$ cat config.mk
export PLATFORM = sky130hd
export DESIGN_NAME = phase_timer_bank
export DESIGN_NICKNAME = d
export VERILOG_FILES = /design/src/rtl/phase_timer_bank.sv
export SDC_FILE = /design/constraint.sdc
export NUM_CORES = 1
export LEC_CHECK = 0
export CAP_MARGIN = 20
export CORE_MARGIN = 2
export CORE_UTILIZATION = 45
export CTS_CLUSTER_SIZE = 25
export DETAILED_ROUTE_END_ITERATION = 8
export PLACE_DENSITY = 0.66
export SKIP_CTS_REPAIR_TIMING = 1
export SLEW_MARGIN = 10
export SYNTH_ARGS = -nofsm -noshare
export SYNTH_HDL_FRONTEND = slang
export SYNTH_SLANG_ARGS = --single-unit
$ cat constraint.sdc
create_clock -name clk -period 2.1 [get_ports clk]
set_clock_uncertainty 0.1 [all_clocks]
set_input_delay 0.42 -clock clk [delete_from_list [all_inputs] [get_ports clk]]
set_output_delay 0.42 -clock clk [all_outputs]
set_load 0.01 [all_outputs]
$ cat src/rtl/phase_timer_bank.sv
// Phase timer bank: times the one-hot selected traffic-light phase in seconds.
// Define PHASE_TIMER_PAUSE_EN to add a pause input that freezes a running phase.
module phase_timer_bank #(
    parameter int TICK_DIV = 50000000,
    parameter int T1_SEC   = 10,
    parameter int T2_SEC   = 3,
    parameter int T3_SEC   = 5,
    parameter int CNT_W    = 8
) (
    input  logic             clk,
    input  logic             reset,
`ifdef PHASE_TIMER_PAUSE_EN
    input  logic             pause,
`endif
    input  logic [2:0]       enable_counters,
    output logic             trigger_next_event,
    output logic [CNT_W-1:0] remaining,
    output logic             enable_error
);

    localparam int PW = $clog2(TICK_DIV);
    localparam logic [PW-1:0] PRE_MAX = PW'(TICK_DIV - 1);

    // A zero-second phase still takes one tick so the FSM always advances.
    localparam logic [CNT_W-1:0] D1 = (T1_SEC == 0) ? CNT_W'(1) : CNT_W'(T1_SEC);
    localparam logic [CNT_W-1:0] D2 = (T2_SEC == 0) ? CNT_W'(1) : CNT_W'(T2_SEC);
    localparam logic [CNT_W-1:0] D3 = (T3_SEC == 0) ? CNT_W'(1) : CNT_W'(T3_SEC);

    typedef enum logic [2:0] {
        IDLE,
        LOAD,
        RUN,
        FIRE,
        SETTLE
    } state_t;

    state_t           state;
    logic [PW-1:0]    prescaler;
    logic [2:0]       cap;
    logic             legal;
    logic             illegal;
    logic             hold;
    logic             tick;
    logic [CNT_W-1:0] dur;

`ifdef PHASE_TIMER_PAUSE_EN
    assign hold = pause;
`else
    assign hold = 1'b0;
`endif

    assign legal   = $onehot(enable_counters);
    assign illegal = (|enable_counters) && !legal;
    assign tick    = (prescaler == PRE_MAX);

    always_comb begin
        dur = CNT_W'(1);
        case (enable_counters)
            3'b001:  dur = D1;
            3'b010:  dur = D2;
            3'b100:  dur = D3;
            default: dur = CNT_W'(1);
        endcase
    end

    always_ff @(posedge clk or posedge reset) begin
        if (reset) begin
            state              <= IDLE;
            trigger_next_event <= 1'b0;
            remaining          <= '0;
            enable_error       <= 1'b0;
            prescaler          <= '0;
            cap                <= 3'b000;
        end else begin
            trigger_next_event <= 1'b0;
            unique case (state)
                IDLE: begin
                    remaining <= '0;
                    if (legal) begin
                        state <= LOAD;
                    end else if (illegal) begin
                        enable_error <= 1'b1;
                    end
                end
                LOAD: begin
                    cap       <= enable_counters;
                    remaining <= dur;
                    prescaler <= '0;
                    state     <= RUN;
                end
                RUN: begin
                    // Enable supervision wins over a coincident tick.
                    if (enable_counters == 3'b000) begin
                        remaining <= '0;
                        state     <= IDLE;
                    end else if (illegal) begin
                        enable_error <= 1'b1;
                        remaining    <= '0;
                        state        <= IDLE;
                    end else if (enable_counters != cap) begin
                        state <= LOAD;
                    end else if (!hold) begin
                        if (tick) begin
                            prescaler <= '0;
                            remaining <= remaining - 1'b1;
                            if (remaining == CNT_W'(1)) begin
                                trigger_next_event <= 1'b1;
                                state              <= FIRE;
                            end
                        end else begin
                            prescaler <= prescaler + 1'b1;
                        end
                    end
                end
                FIRE: begin
                    state <= SETTLE;
                end
                SETTLE: begin
                    if (legal) begin
                        state <= LOAD;
                    end else begin
                        state <= IDLE;
                        if (illegal) begin
                            enable_error <= 1'b1;
                        end
                    end
                end
                default: begin
                    state <= IDLE;
                end
            endcase
        end
    end

endmodule

---- Word level (Yosys, flattened, before mapping) ----
Cells that the tools add are included.
word-level totals
  bits in registers ....................... 42
  output and inout bits ................... 10
  word-level logic and storage cells ...... 72
cells by class
  $add $sub $neg .......................... 4
  equal/unequal tests ..................... 20
  multiplexer cells ....................... 29
  reduce and logical (&&, ||, !) cells .... 13
operator list
  cell                                               number
  2-to-1 mux 26 bit                                  4
  case mux 26 bit (2 select lines)                   1
  2-to-1 mux 8 bit                                   4
  adder 26 x 1 -> 26 bit (second input constant)     1
  == test 26 bit (second input constant)             1
  case mux 8 bit (3 select lines)                    1
  2-to-1 mux 3 bit                                   6
  case mux 3 bit (5 select lines)                    1
  case mux 4 bit (3 select lines)                    1
  2-to-1 mux 1 bit                                   10
  != test 2 bit (second input constant)              5
  != test 5 bit (second input constant)              2
  == test 3 x 2 -> 1 bit (second input constant)     3
  AND reduction 3 bit                                3
  == test 8 x 1 -> 1 bit (second input constant)     1
  != test 4 bit (second input constant)              2
  subtractor 8 x 1 -> 8 bit (second input constant)  1
  == test 3 x 1 -> 1 bit (second input constant)     2
  == test 3 bit (second input constant)              2
  logical NOT 3 bit                                  2
  AND reduction 4 bit                                1
  nonzero test 2 bit                                 2
  != test 3 bit                                      1
  nonzero test 3 bit                                 1
  other kinds (8)                                    8

---- Longest topological paths before layout ----
  depth after elaboration ................. 8
  depth in mapped cells ................... 8

---- Least setup slack after synthesis ----
Ideal clock, no wire load.
  kind .................................... input-to-reg
  start point ............................. input port enable_counters[0]
  end point ............................... register prescaler[21]
  arrival ................................. 2037 ps
  data required time ...................... 1922 ps
  setup slack ............................. -114 ps
  stages on the path ...................... 6
  path buffers ............................ 1
  cells stage by stage .................... fa_1 > nor3_4 > a21oi_2 > buf_6 > or4_1 > a21oi_1
between the ends
  cells in the longest elaborated chain, start to end .. 7
  elaborated cells on any way between the ends .. 12
  classes of those cells .................. add/sub: 2; eq/ne: 5; reduce/logical: 5
RTL lines
  element                                     RTL line  source
  start: declaration                          15        input logic [2:0] enable_counters,
  adder 1 x 1 -> 2 bit (implied by the code)  52        assign legal = $onehot(enable_counters);
  adder 2 x 1 -> 2 bit (implied by the code)  52
  == test 2 x 1 -> 1 bit                      52
  logical NOT 1 bit                           53        assign illegal = (|enable_counters) && !legal;
  logical AND 1 bit                           53
  != test 2 bit (no source line)              --
  AND reduction 4 bit (no source line) *      --
  end signal: assignment                      111       prescaler <= prescaler + 1'b1;
  end: declaration                            38        logic [PW-1:0] prescaler;
Mark *: on every way between the ends. The rest lies on a longest branch, timed or not.
A chain may end at the register's enable or synchronous reset.

---- Final worst setup path ----
  start point ............................. register state[2]
  end point ............................... register prescaler[13]
between the ends
  cells in the longest elaborated chain, start to end .. 3
  elaborated cells on any way between the ends .. 8
  classes of those cells .................. eq/ne: 5; mux: 1; reduce/logical: 2
RTL lines
  element                                                               RTL line  source
  start: declaration                                                    37        state_t state;
  start signal: assignment                                              68        state <= IDLE;
  start signal: assignment                                              80        state <= LOAD;
  start signal: assignment                                              89        state <= RUN;
  == test 3 x 2 -> 1 bit or == test 3 x 1 -> 1 bit (tied branches)      76        unique case (state)
  != test 2 bit (no source line) or nonzero test 2 bit (tied branches)  --
  AND reduction 4 bit (no source line)                                  --
Parallel ways exist; a longest one is shown, timed or not.

==> metrics <==
fin cells=401; critical path class=flop to flop; sequential area share after synthesis=43.5%; Antenna diodes=0; Final min period=approximately 2.0 ns; worst min path class=primary input to asynchronous set/reset pin; fmax=roughly 0.49 GHz; crit-path max FO=29; GR Layer Usage met2=35.2%; TritonRoute pass-1 iters=4; unrepaired setup endpoints after global routing=true; row cnt=26; Yosys reg bits=42; total CTS buffers=5; Wirelength per Cell=roughly 14 um; Clock Tree Buf Depth=2; nets@finish=339; final instance area=~3300 um^2; largest net degree at the start of global routing=32; status=finished, final reports clean; via/cell ratio=between 5 and 6; Vias=roughly 2300; clk root buf=clkbuf_8; worst-margin pin slew=around 0.48 ns; final core occ=a little under two thirds; vias in the first global route=between 2000 and 2500; worst vdd ir=around 0.51 mV; Routed WL=approximately 5800 um; Syn Inst Count=approximately 260; syn avg cell area=~9.2 um^2; total track usage=20.5%; Fin. Hold Viols=0; Area growth syn-to-layout=35.6%; initial core utilization=47.0%; final setup fails=0; initial antenna violation count=0; global route overflow=0; first-pass GRT wire length=9990 um; Die X=about 77 um; Initial DRC Count=125; Syn Nets=~270; max cap viols=0; die outline area=approximately 6000 um^2; Worst Path Arrival=between 2 and 2.5 ns; io pins=15; Critical Path Source Type=flop; IO buf count=14; GPL Wtd Cong=between 0.8 and 0.9; layout cells sized above 1=29.0%; Cell variety after synth=50; core area=between 5000 and 6000 um^2; WP data required=approximately 2.2 ns; Most Crowded Layer GR=met2; post-placement cell area=3000 um^2; fin crit share=approximately 100%; Die Y-Extent=approximately 77 um; Clk Latency, worst-skew pair=0.29 ns; Num Clock Sinks=42; TritonCTS clock tree=built; Final Max Slew Viols=0; cell total after placement=387; Residual DRC=0; Clk pin slew, worst setup/hold paths=0.08 ns; total power=between 2 and 3 mW; Slew headroom=68.0%; met3 usage=slightly above 4%; hpwl dp=4120 um; Setup crit end kind=flop; PwrDens=about 800 nW/um^2; Leakage=approximately 1.4 nW; fill cell count=about 460; final antenna-violating net count=0; Syn Std Cell Area=approximately 2400 um^2; Yosys warnings=0; M1 GR Usage=between 20% and 30%; CTS H-tree depth=2
power breakdown:
part	internal (mW)	leakage, nW	total [mW]	switching [mW]
clock	0.507	0.0714	0.793	0.285
combinational	0.406	0.810	0.786	0.380
sequential	0.894	0.569	0.969	0.0748
worst max-delay path: stages (launching register included):
cell     delay (ns)
dfrtp_1        0.39
or3b_4         0.43
nor3_4         0.15
a21oi_2        0.09
buf_12         0.16
or4_1          0.50
a21oi_1        0.15
routing by layer:
metal / vias to the layer above / share of wire [%]
met2: 35 / 50
met3: 2 / 2.8
met4: 0 / 0.43
met1: 1110 / 47
li1: 1128 / -
met5: - / 0
final cells by class:
| type | instances | area (um^2) | share of cell area (%) |
|---|---|---|---|
| Sequential cell | 42 | 1050 | 32.1 |
| Multi-Input combinational cell | 198 | 1350 | 41.2 |
| Inverter | 12 | 45.0 | 1.37 |
| Clock buffer | 6 | 82.6 | 2.52 |
| Clock inverter | 2 | 60.1 | 1.83 |
| Tap cell | 70 | 87.6 | 2.67 |
| Timing Repair Buffer | 71 | 601 | 18.3 |
registers in the layout, summed over array words and instances (netlist names):
register	flops
remaining	8
trigger_next_event	1
state	3
enable_error	1
prescaler	26
cap	3
cells in the mapped netlist (all sizes together):
cell type  number  share of area [%]
nand4bb         1               0.47
inv            12                1.9
o31a            2               0.72
a2bb2oi         1               0.36
nor3b           2               0.62
a22oi           1               0.31
fa              1               0.83
a21boi          1               0.31
xor2            3                1.1
and2            3               0.78
or2             1               0.26
a31o            1               0.36
nand4b          2               0.72
o211ai          2               0.62
and3            7                1.8
or4            11                3.4
nor4bb          2               0.83
nand3          17                3.5
or3            10                2.6
a211o           1               0.36
o21a            2               0.62
mux2i           2               0.83
a211oi          2               0.62
nand2b          1               0.26
nor2           10                1.6
nor4            5                1.3
or3b            2               0.72
a21oi          26                5.7
nor3            8                2.3
dfrtp          42                 43
nand2          18                2.8
a32o            1               0.41
clkbuf          5               0.78
a21o            1               0.31
o22ai           3               0.78
nor2b           2               0.52
ha              3                1.6
buf             6                1.7
o31ai          11                3.4
o21ai          19                3.9
mux2            3                1.4
nand4           5                1.3
and4            4                1.4
o211a           1               0.41
kinds of logic (layout without fill, tap and decap cells):
logic type,count (synthesis),in the layout,share of synthesized area (%)
buf+inv,23,91,4.35
xor+xnor,3,3,1.09
compound gates,75,75,19.3
simple gates,111,111,27.2
flops,42,42,43.5
mux,5,5,2.23
fa+ha+maj,4,4,2.38
final timing paths:
| kind | start | endpoint | slack [ns] | depth (start not counted) |
|---|---|---|---|---|
| worst min-delay path | reset | remaining[6] | 0.29 | 2 |
| worst min register to register | enable_error | enable_error | 0.38 | 1 |
| worst max register to register | state[2] | prescaler[13] | 0.05 | 6 |
| max in group asynchronous | reset | trigger_next_event | 1.13 | 3 |
| worst max-delay path | state[2] | prescaler[13] | 0.05 | 6 |
| min in group clk | enable_counters[0] | cap[0] | 0.34 | 2 |
metrics by stage:
step / setup TNS, ns / setup WS [ns] / hold WS (ns)
6_report: 0 / 0.0531 / 0.292
5_1_grt: -0.208 / -0.0306 / 0.320
4_1_cts: -6.52 / -0.313 / 0.295
3_5_place_dp: -17.67 / -0.656 / 0.362
3_3_place_gp: -16.37 / -0.586 / 0.355
2_1_floorplan: -0.0191 / -0.0191 / 0.366
cells in the final DEF, fill, tap and decap left out, types with 4 or more instances in the layout:
master / netlist / final
buf_4: 0 / 53
dfrtp_1: 42 / 42
a21oi_1: 24 / 19
nand2_1: 18 / 18
o21ai_0: 19 / 18
nand3_1: 17 / 15
inv_1: 12 / 11
o31ai_1: 11 / 11
clkdlybuf4s50_1: 0 / 11
nor2_1: 10 / 10
or3_1: 10 / 9
a21oi_2: 2 / 7
and3_1: 7 / 7
or4_1: 11 / 7
clkbuf_8: 0 / 6
nand4_1: 5 / 5
nor3_1: 6 / 4
or4_4: 0 / 4
nor4_1: 5 / 4
Power figures use the tool's default switching activity.
